**config.mk**
```make
export PLATFORM = sky130hd
export DESIGN_NAME = uart_rx_ctrl
export DESIGN_NICKNAME = d
export VERILOG_FILES = /design/src/rtl/uart_rx_ctrl.sv
export SDC_FILE = /design/constraint.sdc
export NUM_CORES = 1
export LEC_CHECK = 0
export CORE_ASPECT_RATIO = 2
export CORE_MARGIN = 5
export CORE_UTILIZATION = 55
export CTS_CLUSTER_DIAMETER = 100
export DETAILED_ROUTE_END_ITERATION = 12
export DONT_BUFFER_PORTS = 1
export PLACE_DENSITY = 0.83
export SLEW_MARGIN = 40
export SYNTH_ARGS = -nofsm -noshare
export SYNTH_HDL_FRONTEND = slang
export SYNTH_SLANG_ARGS = --single-unit
```
**constraint.sdc**
```tcl
create_clock -name clk_in -period 1.83 [get_ports clk_in]
set_input_delay 0.183 -clock clk_in [delete_from_list [all_inputs] [get_ports clk_in]]
set_output_delay 0.183 -clock clk_in [all_outputs]
set_load 0.01 [all_outputs]
```
**src/rtl/uart_rx_ctrl.sv**
```systemverilog
// uart_rx_ctrl: 8-N-1 UART receiver with centre sampling,
// valid/ready delivery, framing-error and overrun pulses.
// Ports: clk_in, reset (async, active-high), rx_in (raw line),
//   data_out/data_valid/data_ready (byte handshake),
//   frame_err, overrun (1-cycle pulses), busy (not IDLE).
// Option: define UART_RX_PARITY_EN for an even-parity bit
//   between the data bits and the stop bit.
module uart_rx_ctrl #(
   parameter int BIT_DIV = 434,
   parameter int CNT_W   = 9
) (
   input  logic       clk_in,
   input  logic       reset,
   input  logic       rx_in,
   output logic [7:0] data_out,
   output logic       data_valid,
   input  logic       data_ready,
   output logic       frame_err,
   output logic       overrun,
   output logic       busy
);

   typedef enum logic [2:0] {
      IDLE, START, DATA, PARITY, STOP, BREAK
   } state_t;

   localparam logic [CNT_W-1:0] HALF_END = CNT_W'(BIT_DIV / 2 - 1);
   localparam logic [CNT_W-1:0] BIT_END  = CNT_W'(BIT_DIV - 1);

   state_t           state_q, state_d;
   logic             rx_meta_q, rx_s_q;
   logic [CNT_W-1:0] cnt_q, cnt_d;
   logic [2:0]       idx_q, idx_d;
   logic [7:0]       shreg_q, shreg_d;
   logic [7:0]       data_q, data_d;
   logic             valid_q, valid_d;
   logic             ferr_q, ferr_d;
   logic             ovr_q, ovr_d;
   logic             busy_q, busy_d;
`ifdef UART_RX_PARITY_EN
   logic             par_ok_q, par_ok_d;
`endif

   always_comb begin
      state_d = state_q;
      cnt_d   = cnt_q + CNT_W'(1);
      idx_d   = idx_q;
      shreg_d = shreg_q;
      data_d  = data_q;
      // a handshake frees the output register on this edge
      valid_d = valid_q & ~data_ready;
      ferr_d  = 1'b0;
      ovr_d   = 1'b0;
`ifdef UART_RX_PARITY_EN
      par_ok_d = par_ok_q;
`endif
      unique case (state_q)
         IDLE: begin
            cnt_d = '0;
            if (!rx_s_q) state_d = START;
         end
         START: begin
            if (cnt_q == HALF_END) begin
               cnt_d   = '0;
               idx_d   = '0;
               state_d = rx_s_q ? IDLE : DATA;
            end
         end
         DATA: begin
            if (cnt_q == BIT_END) begin
               cnt_d   = '0;
               shreg_d = {rx_s_q, shreg_q[7:1]};
               idx_d   = idx_q + 3'd1;
               if (idx_q == 3'd7) begin
`ifdef UART_RX_PARITY_EN
                  state_d = PARITY;
`else
                  state_d = STOP;
`endif
               end
            end
         end
         PARITY: begin
`ifdef UART_RX_PARITY_EN
            if (cnt_q == BIT_END) begin
               cnt_d    = '0;
               par_ok_d = ~^{shreg_q, rx_s_q};
               state_d  = STOP;
            end
`else
            state_d = IDLE;
`endif
         end
         STOP: begin
            if (cnt_q == BIT_END) begin
               cnt_d = '0;
               if (!rx_s_q) begin
                  ferr_d  = 1'b1;
                  state_d = BREAK;
               end else begin
                  // back to IDLE at stop centre for back-to-back frames
                  state_d = IDLE;
`ifdef UART_RX_PARITY_EN
                  if (!par_ok_q) begin
                     ferr_d = 1'b1;
                  end else
`endif
                  if (!valid_q || data_ready) begin
                     data_d  = shreg_q;
                     valid_d = 1'b1;
                  end else begin
                     ovr_d = 1'b1;
                  end
               end
            end
         end
         BREAK: begin
            cnt_d = '0;
            if (rx_s_q) state_d = IDLE;
         end
         default: state_d = IDLE;
      endcase
      busy_d = (state_d != IDLE);
   end

   always_ff @(posedge clk_in or posedge reset) begin
      if (reset) begin
         state_q   <= IDLE;
         rx_meta_q <= 1'b1;
         rx_s_q    <= 1'b1;
         cnt_q     <= '0;
         idx_q     <= '0;
         shreg_q   <= '0;
         data_q    <= '0;
         valid_q   <= 1'b0;
         ferr_q    <= 1'b0;
         ovr_q     <= 1'b0;
         busy_q    <= 1'b0;
`ifdef UART_RX_PARITY_EN
         par_ok_q  <= 1'b1;
`endif
      end else begin
         state_q   <= state_d;
         rx_meta_q <= rx_in;
         rx_s_q    <= rx_meta_q;
         cnt_q     <= cnt_d;
         idx_q     <= idx_d;
         shreg_q   <= shreg_d;
         data_q    <= data_d;
         valid_q   <= valid_d;
         ferr_q    <= ferr_d;
         ovr_q     <= ovr_d;
         busy_q    <= busy_d;
`ifdef UART_RX_PARITY_EN
         par_ok_q  <= par_ok_d;
`endif
      end
   end

   assign data_out   = data_q;
   assign data_valid = valid_q;
   assign frame_err  = ferr_q;
   assign overrun    = ovr_q;
   assign busy       = busy_q;

endmodule

```
==> reports/qor.yml, run 1 <==
status: "finished, final reports clean"
initial_core_util_pct: 56.7
grt_pass1_vias: 1095
required_ns: 2.00
ys_seq_area_share_pct: 55.0
critPathMaxFanout: 5
instances_no_fill: 172
drt_iter0_drc: 24
vias: 1042
synth_xor_area_share_pct: 3.63
synthAdderAreaFrac_pct: 3.71
rsz0062_at_grt: "true"
cp-start-kind: "flop"
min_path_cells: 2
worstMarginPinSlew_ns: 0.709
gp_congestion: 0.851
seqCellArea_sq_um: 928
final_cell_mix: "dfrtp_1, mux2_4, a21oi_1, mux2_2, nand3_1"
hold_class: "in -> reg"
cap_viol_max_count: 0
finalHoldViolCount: 0
grt_pass1_wl_um: 4910
timing.rr.end: "idx_q[1]$_DFFE_PP0P_"
port_buffers: 0
die_w_um: 49.2
yosysWarningCount: 0
drive_gt1_share_pct: 30.3
post_dp_cell_area_sq_um: 1780
firstDrtPassIters: 4
antenna_found_initial: 0
timing.final.crit_share_pct: 97.7
drc: 0
wl_per_cell_um: 17.2
leakagePower_nw: 0.929
hpwl_um: 2230
syn_area_sq_um: 1690
cts_tree: "done"
clk_latency_ns: 0.29
synth_cell_types: 35
overflow: 0
vias_per_cell: 6.06
final_area_sq_um: 1900
synth_mux_area_share_pct: 15.1
preCtsSetupSlack_ns: 0.0369
io_pins: 16
irDropWorstVdd_uv: 695
postCtsSetupRepairBufs: 0
hold_end: "overrun$_DFF_PP0_"
fin_nets: 150
grt_usage_pct: 15.0
r2r_setup_slack_ns: 0.04
setup_violations: 0
clock-root-buffer: "clkbuf_8"
clock-sinks: 37
fmax_mhz: 559
timing.slew.headroom_pct: 52.7
reg2reg_depth: 6
synth_compound_gate_area_share_pct: 6.60
die-area_sq_um: 4340
p_per_area_nw_per_um2: 726
worst_slack_ns: 0.0426
area_growth_pct: 12.4
fillers: 211
grt_max_degree: 21
routed_wl_um: 2950
ys_ff_latch: 37
syn_inst: 128
avgSynthCellArea_sq_um: 13.2
setup_tns_ns: 0
worstReg2RegStart: "cnt_q[0]$_DFF_PP0_"
antennaDiodeCount: 0
h-tree-depth: 2
multi_input_area_sq_um: 739
drtAntennaViolNets: 0
path_clk_slew_ns: 0.07
critPathKind: "reg -> reg"
clk_path_buf_depth: 2
numCtsBuffers: 5
synthSimpleGateAreaFrac_pct: 13.9
end_kind: "flop"
dpl.cell_count: 162
holdWs_ns: 0.131
min-delay-start: "data_ready"
finalCriticalPeriod_ns: 1.79
die_height_um: 88.3
num_rows: 28
synth_nets: 137
worstPathArrival_ns: 1.96
core-area_sq_um: 2980
drv_slew: 0
final_common_cell: "dfrtp_1"
synth_top_family_by_area: "multiplexers"
finClkSkew_ns: 0.00325
-- flip-flops by register name, summed over array words and instances (netlist names) --
register and count:
cnt_q 9, data_out 8, shreg_q 8, idx_q 3
state_q 3, busy 1, data_valid 1, frame_err 1
overrun 1, rx_meta_q 1, rx_s_q 1
-- Yosys cell counts, drive strengths merged --
library cell | count | area, sq um
dfrtp | 35 | 876
a21oi | 10 | 50.1
o2bb2ai | 1 | 8.76
a311o | 1 | 10.0
a22o | 1 | 8.76
and3 | 4 | 25.0
inv | 5 | 18.8
nor2 | 4 | 15.0
and2 | 3 | 18.8
xnor2 | 3 | 26.3
dfstp | 2 | 52.6
and4 | 1 | 8.76
nor2b | 1 | 6.26
a21o | 1 | 7.51
nor3b | 3 | 33.8
nand4 | 2 | 12.5
and4bb | 1 | 12.5
and3b | 1 | 8.76
nand3 | 7 | 47.6
xor2 | 4 | 35.0
buf | 2 | 16.3
or3 | 1 | 6.26
nand2 | 3 | 11.3
and4b | 1 | 10.0
mux2 | 19 | 255
o21ai | 2 | 10.0
ha | 5 | 62.6
a21boi | 1 | 7.51
nor3 | 1 | 5.00
nand2b | 2 | 12.5
o311ai | 1 | 8.76
-- metrics by stage --
| stage | utilization (%) | power (mW) |
|---|---|---|
| 6_report | 63.7 | 1.38 |
| 5_1_grt | 63.7 | 1.45 |
| 4_1_cts | 63.2 | 1.40 |
| 3_5_place_dp | 59.7 | 0.862 |
| 3_3_place_gp | 59.7 | 0.861 |
| 2_1_floorplan | - | 0.852 |
-- report_power, final --
part | total [mW] | switching, mW | leakage, nW | internal [mW]
Combinational | 0.0254 | 0.0171 | 0.394 | 0.00838
Sequential | 0.824 | 0.00226 | 0.490 | 0.822
Clock | 0.528 | 0.264 | 0.0450 | 0.263
Total | 1.38 | 0.284 | 0.929 | 1.09
-- what timing repair did --
action,in CTS,in global routing
setup endpoints to repair,0,15
endpoints found under the hold margin,16,0
hold buffers,2,0
resized for setup,0,7
-- cell type report --
type	instances	share of cell area, %
sequential	37	48.9
multi-input combinational	84	39.0
timing repair buffer	8	4.75
clock buffer	6	3.83
tap	30	1.98
inverter	5	0.989
clock inverter	2	0.528
-- worst max-delay path, cell delays in order, from the launching register on --
cell and delay, ns:
dfrtp_1 0.43, inv_1 0.08, ha_1 0.14, nor3b_1 0.25, nand3_1 0.18, mux2_4 0.32, mux2_4 0.30
-- logic make-up (layout without fill, tap and decap cells) --
logic type      count (synthesis)  in the layout
flops                          37             37
simple gates                   35             35
mux                            19             19
compound gates                 18             18
xor+xnor                        7              7
buf+inv                         7             21
fa+ha+maj                       5              5
-- metal layers --
metal  wire, um  track usage (%)  vias up  share of wire (%)
met5          0                0        -                  0
met1        996             13.3      516                 34
met3        132             4.89       12                4.5
li1           -                -      482                  -
met2       1750             28.8       32                 59
met4         77             7.60        0                2.6
-- how the worst max path moves through the flow --
stage | from | to | cells past startpoint | slack (ns)
floorplan | cnt_q[1]$_DFF_PP0_ | data_out[0]$_DFFE_PP0P_ | 7 | 0.006
global placement | cnt_q[0]$_DFF_PP0_ | idx_q[1]$_DFFE_PP0P_ | 6 | 0.09
detailed placement | cnt_q[6]$_DFF_PP0_ | data_out[4]$_DFFE_PP0P_ | 5 | 0.04
CTS | cnt_q[6]$_DFF_PP0_ | data_out[4]$_DFFE_PP0P_ | 5 | 0.03
global route | cnt_q[1]$_DFF_PP0_ | idx_q[1]$_DFFE_PP0P_ | 7 | -0.02
finish | cnt_q[0]$_DFF_PP0_ | idx_q[1]$_DFFE_PP0P_ | 6 | 0.04
Power figures use the tool's default switching activity.
==> inputs of run 2 (changes only) <==
Settings changed: CORE_UTILIZATION 55 to 30, PLACE_DENSITY 0.83 to 0.55.
==> reports/qor.yml, run 2 (synthesis results as in run 1) <==
grt_pass1_vias: 1109  # was 1095
dpl.cell_count: 192  # was 162
critical_path.startpoint: "cnt_q[1]$_DFF_PP0_"  # was cnt_q[0]$_DFF_PP0_
fmax_mhz: 571  # was 559 MHz
antennaDiodeCount: 0  # unchanged
holdWs_ns: 0.135  # was 0.131 ns
grt_pass1_wl_um: 5000  # was 4910 um
p_per_area_nw_per_um2: 833  # was 726 nW/um^2
final_util_pct: 36.7  # was 63.7%
cp_slowest_cell: "dfrtp_1"  # unchanged
grt_usage_pct: 8.76  # was 15.0%
gp_congestion: 0.750  # was 0.851
h-tree-depth: 2  # unchanged
cp-start-kind: "flop"  # unchanged
drt_iter0_drc: 12  # was 24
io_pins: 16  # unchanged
setup_violations: 0  # unchanged
irDropWorstVdd_uv: 526  # was 695 uV
die_height_um: 116  # was 88.3 um
post_dp_cell_area_sq_um: 1820  # was 1780 sq um
critPathMaxStageDelay_ns: 0.38  # was 0.43 ns
overflow: 0  # unchanged
grt_max_degree: 25  # was 21
clk_latency_ns: 0.28  # was 0.29 ns
final_cell_mix: "dfrtp_1, mux2_4, a21oi_1, mux2_2"  # was dfrtp_1, mux2_4, a21oi_1, mux2_2, nand3_1
num_rows: 38  # was 28
hold_class: "in -> reg"  # unchanged
regMostFlops: "cnt_q"  # unchanged
wl_per_cell_um: 14.5  # was 17.2 um
vias: 1009  # was 1042
final_area_sq_um: 2010  # was 1900 sq um
crit_chain: "inv_1, ha_1, and4b_1, buf_4, nand3_4, mux2_4, mux2_4"  # was inv_1, ha_1, nor3b_1, nand3_1, mux2_4, mux2_4
largest_reg_flops: 9  # unchanged
path_clk_slew_ns: 0.07  # about the same
crit_end: "idx_q[2]$_DFFE_PP0P_"  # was idx_q[1]$_DFFE_PP0P_
drv_slew: 0  # unchanged
routed_wl_um: 2950  # about the same
rsz0062_at_grt: "false"  # was true
leakagePower_nw: 0.965  # was 0.929 nW
drc: 0  # unchanged
clock-root-buffer: "clkbuf_8"  # unchanged
critPathKind: "reg -> reg"  # unchanged
hpwl_um: 2330  # was 2230 um
setup_tns_ns: 0  # unchanged
cap_viol_max_count: 0  # unchanged
worstPathArrival_ns: 1.92  # was 1.96 ns
clock-sinks: 37  # unchanged
drive_gt1_share_pct: 30.6  # was 30.3%
timing.rr.end: "idx_q[2]$_DFFE_PP0P_"  # was idx_q[1]$_DFFE_PP0P_
vias_per_cell: 4.95  # was 6.06
end_kind: "flop"  # unchanged
finalPower_mw: 1.67  # was 1.38 mW
finalHoldViolCount: 0  # unchanged
timing.slew.headroom_pct: 61.1  # was 52.7%
die-area_sq_um: 7320  # was 4340 sq um
firstDrtPassIters: 3  # was 4
initial_core_util_pct: 30.9  # was 56.7%
cts_tree: "done"  # unchanged
worstMarginPinSlew_ns: 0.584  # was 0.709 ns
numCtsBuffers: 5  # unchanged
instances_no_fill: 204  # was 172
port_buffers: 0  # unchanged
timing.final.crit_share_pct: 95.6  # was 97.7%
worstReg2RegStart: "cnt_q[1]$_DFF_PP0_"  # was cnt_q[0]$_DFF_PP0_
cpMostUsedCell: "mux2_4"  # unchanged
fillers: 532  # was 211
reg2reg_depth: 7  # was 6
die_w_um: 63.0  # was 49.2 um
status: "finished, final reports clean"  # unchanged
final_common_cell: "dfrtp_1"  # unchanged
r2r_setup_slack_ns: 0.08  # was 0.04 ns
finalCriticalPeriod_ns: 1.75  # was 1.79 ns
antenna_found_initial: 0  # unchanged
critPathMaxFanout: 4  # was 5
core-area_sq_um: 5470  # was 2980 sq um
fin_nets: 152  # was 150
clk_path_buf_depth: 2  # unchanged
preCtsSetupSlack_ns: 0.0530  # was 0.0369 ns
drtAntennaViolNets: 0  # unchanged
area_growth_pct: 18.8  # was 12.4%
finClkSkew_ns: 0.00431  # was 0.00325 ns
required_ns: 2.00  # about the same
worst_slack_ns: 0.0797  # was 0.0426 ns
run 2: cell types whose count changed in the layout (fill, tap and decap cells not counted), sizes merged:
cell    change
clkbuf      -1
bufinv      +2
buf         +2
clkinv      -1
run 2: where the power goes:
group | internal [mW] | switching, mW
registers | 0.821 | 0.00201
logic | 0.00841 | 0.0173
clock network | 0.541 | 0.280
total | 1.37 | 0.300
run 2: area by class of cell:
| cell class | count | area (sq um) | share of cell area [%] |
|---|---|---|---|
| multi-input combinational | 84 | 744 | 37.1 |
| timing repair buffer | 10 | 105 | 5.24 |
| clock buffer | 5 | 68.8 | 3.43 |
| clock inverter | 3 | 65.1 | 3.24 |
| tap | 60 | 75.1 | 3.74 |
| inverter | 5 | 18.8 | 0.936 |
| sequential | 37 | 928 | 46.3 |
run 2: worst max-delay path: cells and delay by family, from the launching register on:
family	cells	cell delay (ns)
DFF	1	0.38
buffers and inverters	2	0.23
and+or+nand+nor	2	0.27
adders and majority gates	1	0.14
muxes	2	0.61
run 2: repair_timing:
action                     4_1_cts  5_1_grt
hold buffers                     2        0
gates resized for setup          0        6
buffers inserted                 0        2
hold endpoints to repair        14        0
setup endpoints to repair        0       13
run 2: worst min-delay path by stage:
stage | startpoint | endpoint | slack, ns | cells past startpoint
finish | data_ready | data_valid$_DFF_PP0_ | 0.13 | 2
global route | data_ready | overrun$_DFF_PP0_ | 0.14 | 2
CTS | data_ready | data_valid$_DFF_PP0_ | 0.13 | 2
detailed placement | reset | busy$_DFF_PP0_ | 0.16 | 1
global placement | reset | busy$_DFF_PP0_ | 0.14 | 1
floorplan | rx_in | rx_meta_q$_DFF_PP1_ | 0.19 | 0
run 2: metal layers:
| layer | track usage [%] | routed length, um | share of wire (%) |
|---|---|---|---|
| met5 | 0 | 0 | 0 |
| met3 | 2.42 | 93 | 3.1 |
| met2 | 16.7 | 1710 | 58 |
| met4 | 5.24 | 45 | 1.5 |
| met1 | 8.01 | 1100 | 37 |
==> inputs of run 3 (changes only) <==
Settings changed: PLACE_DENSITY 0.55 to 0.54.
Clock period 1.83 ns to 1.8 ns, I/O delays scaled along.
==> reports/qor.yml, run 3 (synthesis results as in run 1) <==
overflow: 0  # unchanged
drv_slew: 0  # unchanged
worstReg2RegStart: "cnt_q[1]$_DFF_PP0_"  # unchanged
port_buffers: 0  # unchanged
grt_pass1_vias: 1119  # was 1109
required_ns: 1.97  # was 2.00 ns
cts_tree: "done"  # unchanged
hpwl_um: 2290  # was 2330 um
die-area_sq_um: 7320  # unchanged
h-tree-depth: 2  # unchanged
finClkSkew_ns: 0.00674  # was 0.00431 ns
grt_usage_pct: 8.90  # was 8.76%
num_rows: 38  # unchanged
die_height_um: 116  # unchanged
regMostFlops: "cnt_q"  # unchanged
min_path_cells: 2  # unchanged
clock-sinks: 37  # unchanged
timing.slew.headroom_pct: 68.2  # was 61.1%
numCtsBuffers: 5  # unchanged
holdWs_ns: 0.129  # was 0.135 ns
drtAntennaViolNets: 0  # unchanged
setup_violations: 0  # unchanged
setup_tns_ns: 0  # unchanged
leakagePower_nw: 0.958  # was 0.965 nW
timing.final.crit_share_pct: 96.9  # was 95.6%
final_area_sq_um: 2000  # was 2010 sq um
fin_nets: 152  # unchanged
hold_class: "in -> reg"  # unchanged
fmax_mhz: 573  # was 571 MHz
gp_congestion: 0.756  # was 0.750
post_dp_cell_area_sq_um: 1820  # about the same
hold_end: "overrun$_DFF_PP0_"  # was data_valid$_DFF_PP0_
end_kind: "flop"  # unchanged
antennaDiodeCount: 0  # unchanged
wl_per_cell_um: 14.2  # was 14.5 um
io_pins: 16  # unchanged
r2r_setup_slack_ns: 0.06  # was 0.08 ns
cp-start-kind: "flop"  # unchanged
finalCriticalPeriod_ns: 1.74  # was 1.75 ns
worstMarginPinSlew_ns: 0.474  # was 0.584 ns
final_cell_mix: "dfrtp_1, mux2_4, a21oi_1, mux2_2"  # unchanged
final_common_cell: "dfrtp_1"  # unchanged
finalHoldViolCount: 0  # unchanged
routed_wl_um: 2900  # was 2950 um
status: "finished, final reports clean"  # unchanged
drt_iter0_drc: 69  # was 12
antenna_found_initial: 0  # unchanged
worstPathArrival_ns: 1.91  # was 1.92 ns
die_w_um: 63.0  # unchanged
grtUsageMet3_pct: 2.42  # unchanged
met1_usage_pct: 8.67  # was 8.01%
gr-usage-met2_pct: 16.6  # was 16.7%
cap_viol_max_count: 0  # unchanged
p_per_area_nw_per_um2: 844  # was 833 nW/um^2
critPathMaxFanout: 8  # was 4
grt_busiest_layer: "met2"  # unchanged
drc: 0  # unchanged
firstDrtPassIters: 4  # was 3
grt_pass1_wl_um: 5120  # was 5000 um
path_clk_slew_ns: 0.07  # about the same
rsz0062_at_grt: "false"  # unchanged
core-area_sq_um: 5470  # unchanged
reg2reg_depth: 7  # unchanged
clk_path_buf_depth: 2  # unchanged
clk_latency_ns: 0.28  # about the same
vias: 1003  # was 1009
clock-root-buffer: "clkbuf_8"  # unchanged
grt_max_degree: 37  # was 25
drive_gt1_share_pct: 31.3  # was 30.6%
min-delay-start: "data_ready"  # unchanged
vias_per_cell: 4.92  # was 4.95
timing.rr.end: "data_out[0]$_DFFE_PP0P_"  # was idx_q[2]$_DFFE_PP0P_
final_util_pct: 36.6  # was 36.7%
initial_core_util_pct: 30.9  # unchanged
critPathKind: "reg -> reg"  # unchanged
area_growth_pct: 18.5  # was 18.8%
irDropWorstVdd_uv: 674  # was 526 uV
largest_reg_flops: 9  # unchanged
-- run 3: cell counts in the layout (fill, tap and decap cells not counted) --
Identical to the previous run, type by type.
-- run 3: stage by stage --
step | setup WS, ns | std cells | power, mW
floorplan | 0.00161 | 128 | 0.866
global placement | 0.0668 | 194 | 0.873
detailed placement | 0.0287 | 194 | 0.873
CTS | 0.0152 | 204 | 1.72
global route | 0.00748 | 204 | 1.77
finish | 0.0550 | 204 | 1.69
-- run 3: layer usage --
metal | up-vias | part of all wire, %
li1 | 479 | -
met1 | 496 | 35
met2 | 21 | 59
met3 | 7 | 4.2
met4 | 0 | 2.4
met5 | - | 0
-- run 3: area by class of cell --
type	instances	area [sq um]
fillers	507	3470
flip-flops and latches	37	928
multi-input cells	84	747
repair buffers	10	96.3
well taps	60	75.1
clock buffers	5	68.8
clock inverters	3	65.1
inverters	5	18.8
-- run 3: power breakdown --
part / leakage [nW] / total, mW / internal (mW) / switching [mW]
Clock: 0.0681 / 0.827 / 0.550 / 0.277
Sequential: 0.490 / 0.837 / 0.835 / 0.00225
Combinational: 0.400 / 0.0224 / 0.00567 / 0.0168
Total: 0.958 / 1.69 / 1.39 / 0.296
-- run 3: worst max path at each step --
stage                       startpoint                 endpoint  slack [ns]  cells past startpoint
detailed placement  cnt_q[1]$_DFF_PP0_  data_out[2]$_DFFE_PP0P_        0.03                      7
CTS                 cnt_q[1]$_DFF_PP0_     idx_q[1]$_DFFE_PP0P_        0.02                      7
global route        cnt_q[1]$_DFF_PP0_  data_out[0]$_DFFE_PP0P_       0.007                      7
global placement    cnt_q[1]$_DFF_PP0_  data_out[0]$_DFFE_PP0P_        0.07                      7
finish              cnt_q[1]$_DFF_PP0_  data_out[0]$_DFFE_PP0P_        0.06                      7
floorplan           cnt_q[1]$_DFF_PP0_  data_out[0]$_DFFE_PP0P_       0.002                      7
-- run 3: timing repair --
item	in CTS	in global routing
setup buffers	0	0
hold endpoints to repair	36	0
setup endpoints to repair	0	13
resized for setup	0	8
hold buffers	2	0
-- run 3: worst max-delay path, cell delays in order, from the launching register on --
cell	delay, ns
dfrtp_1	0.40
inv_2	0.08
ha_4	0.11
and4b_2	0.23
and2_1	0.15
and4_4	0.23
buf_12	0.13
mux2_4	0.29
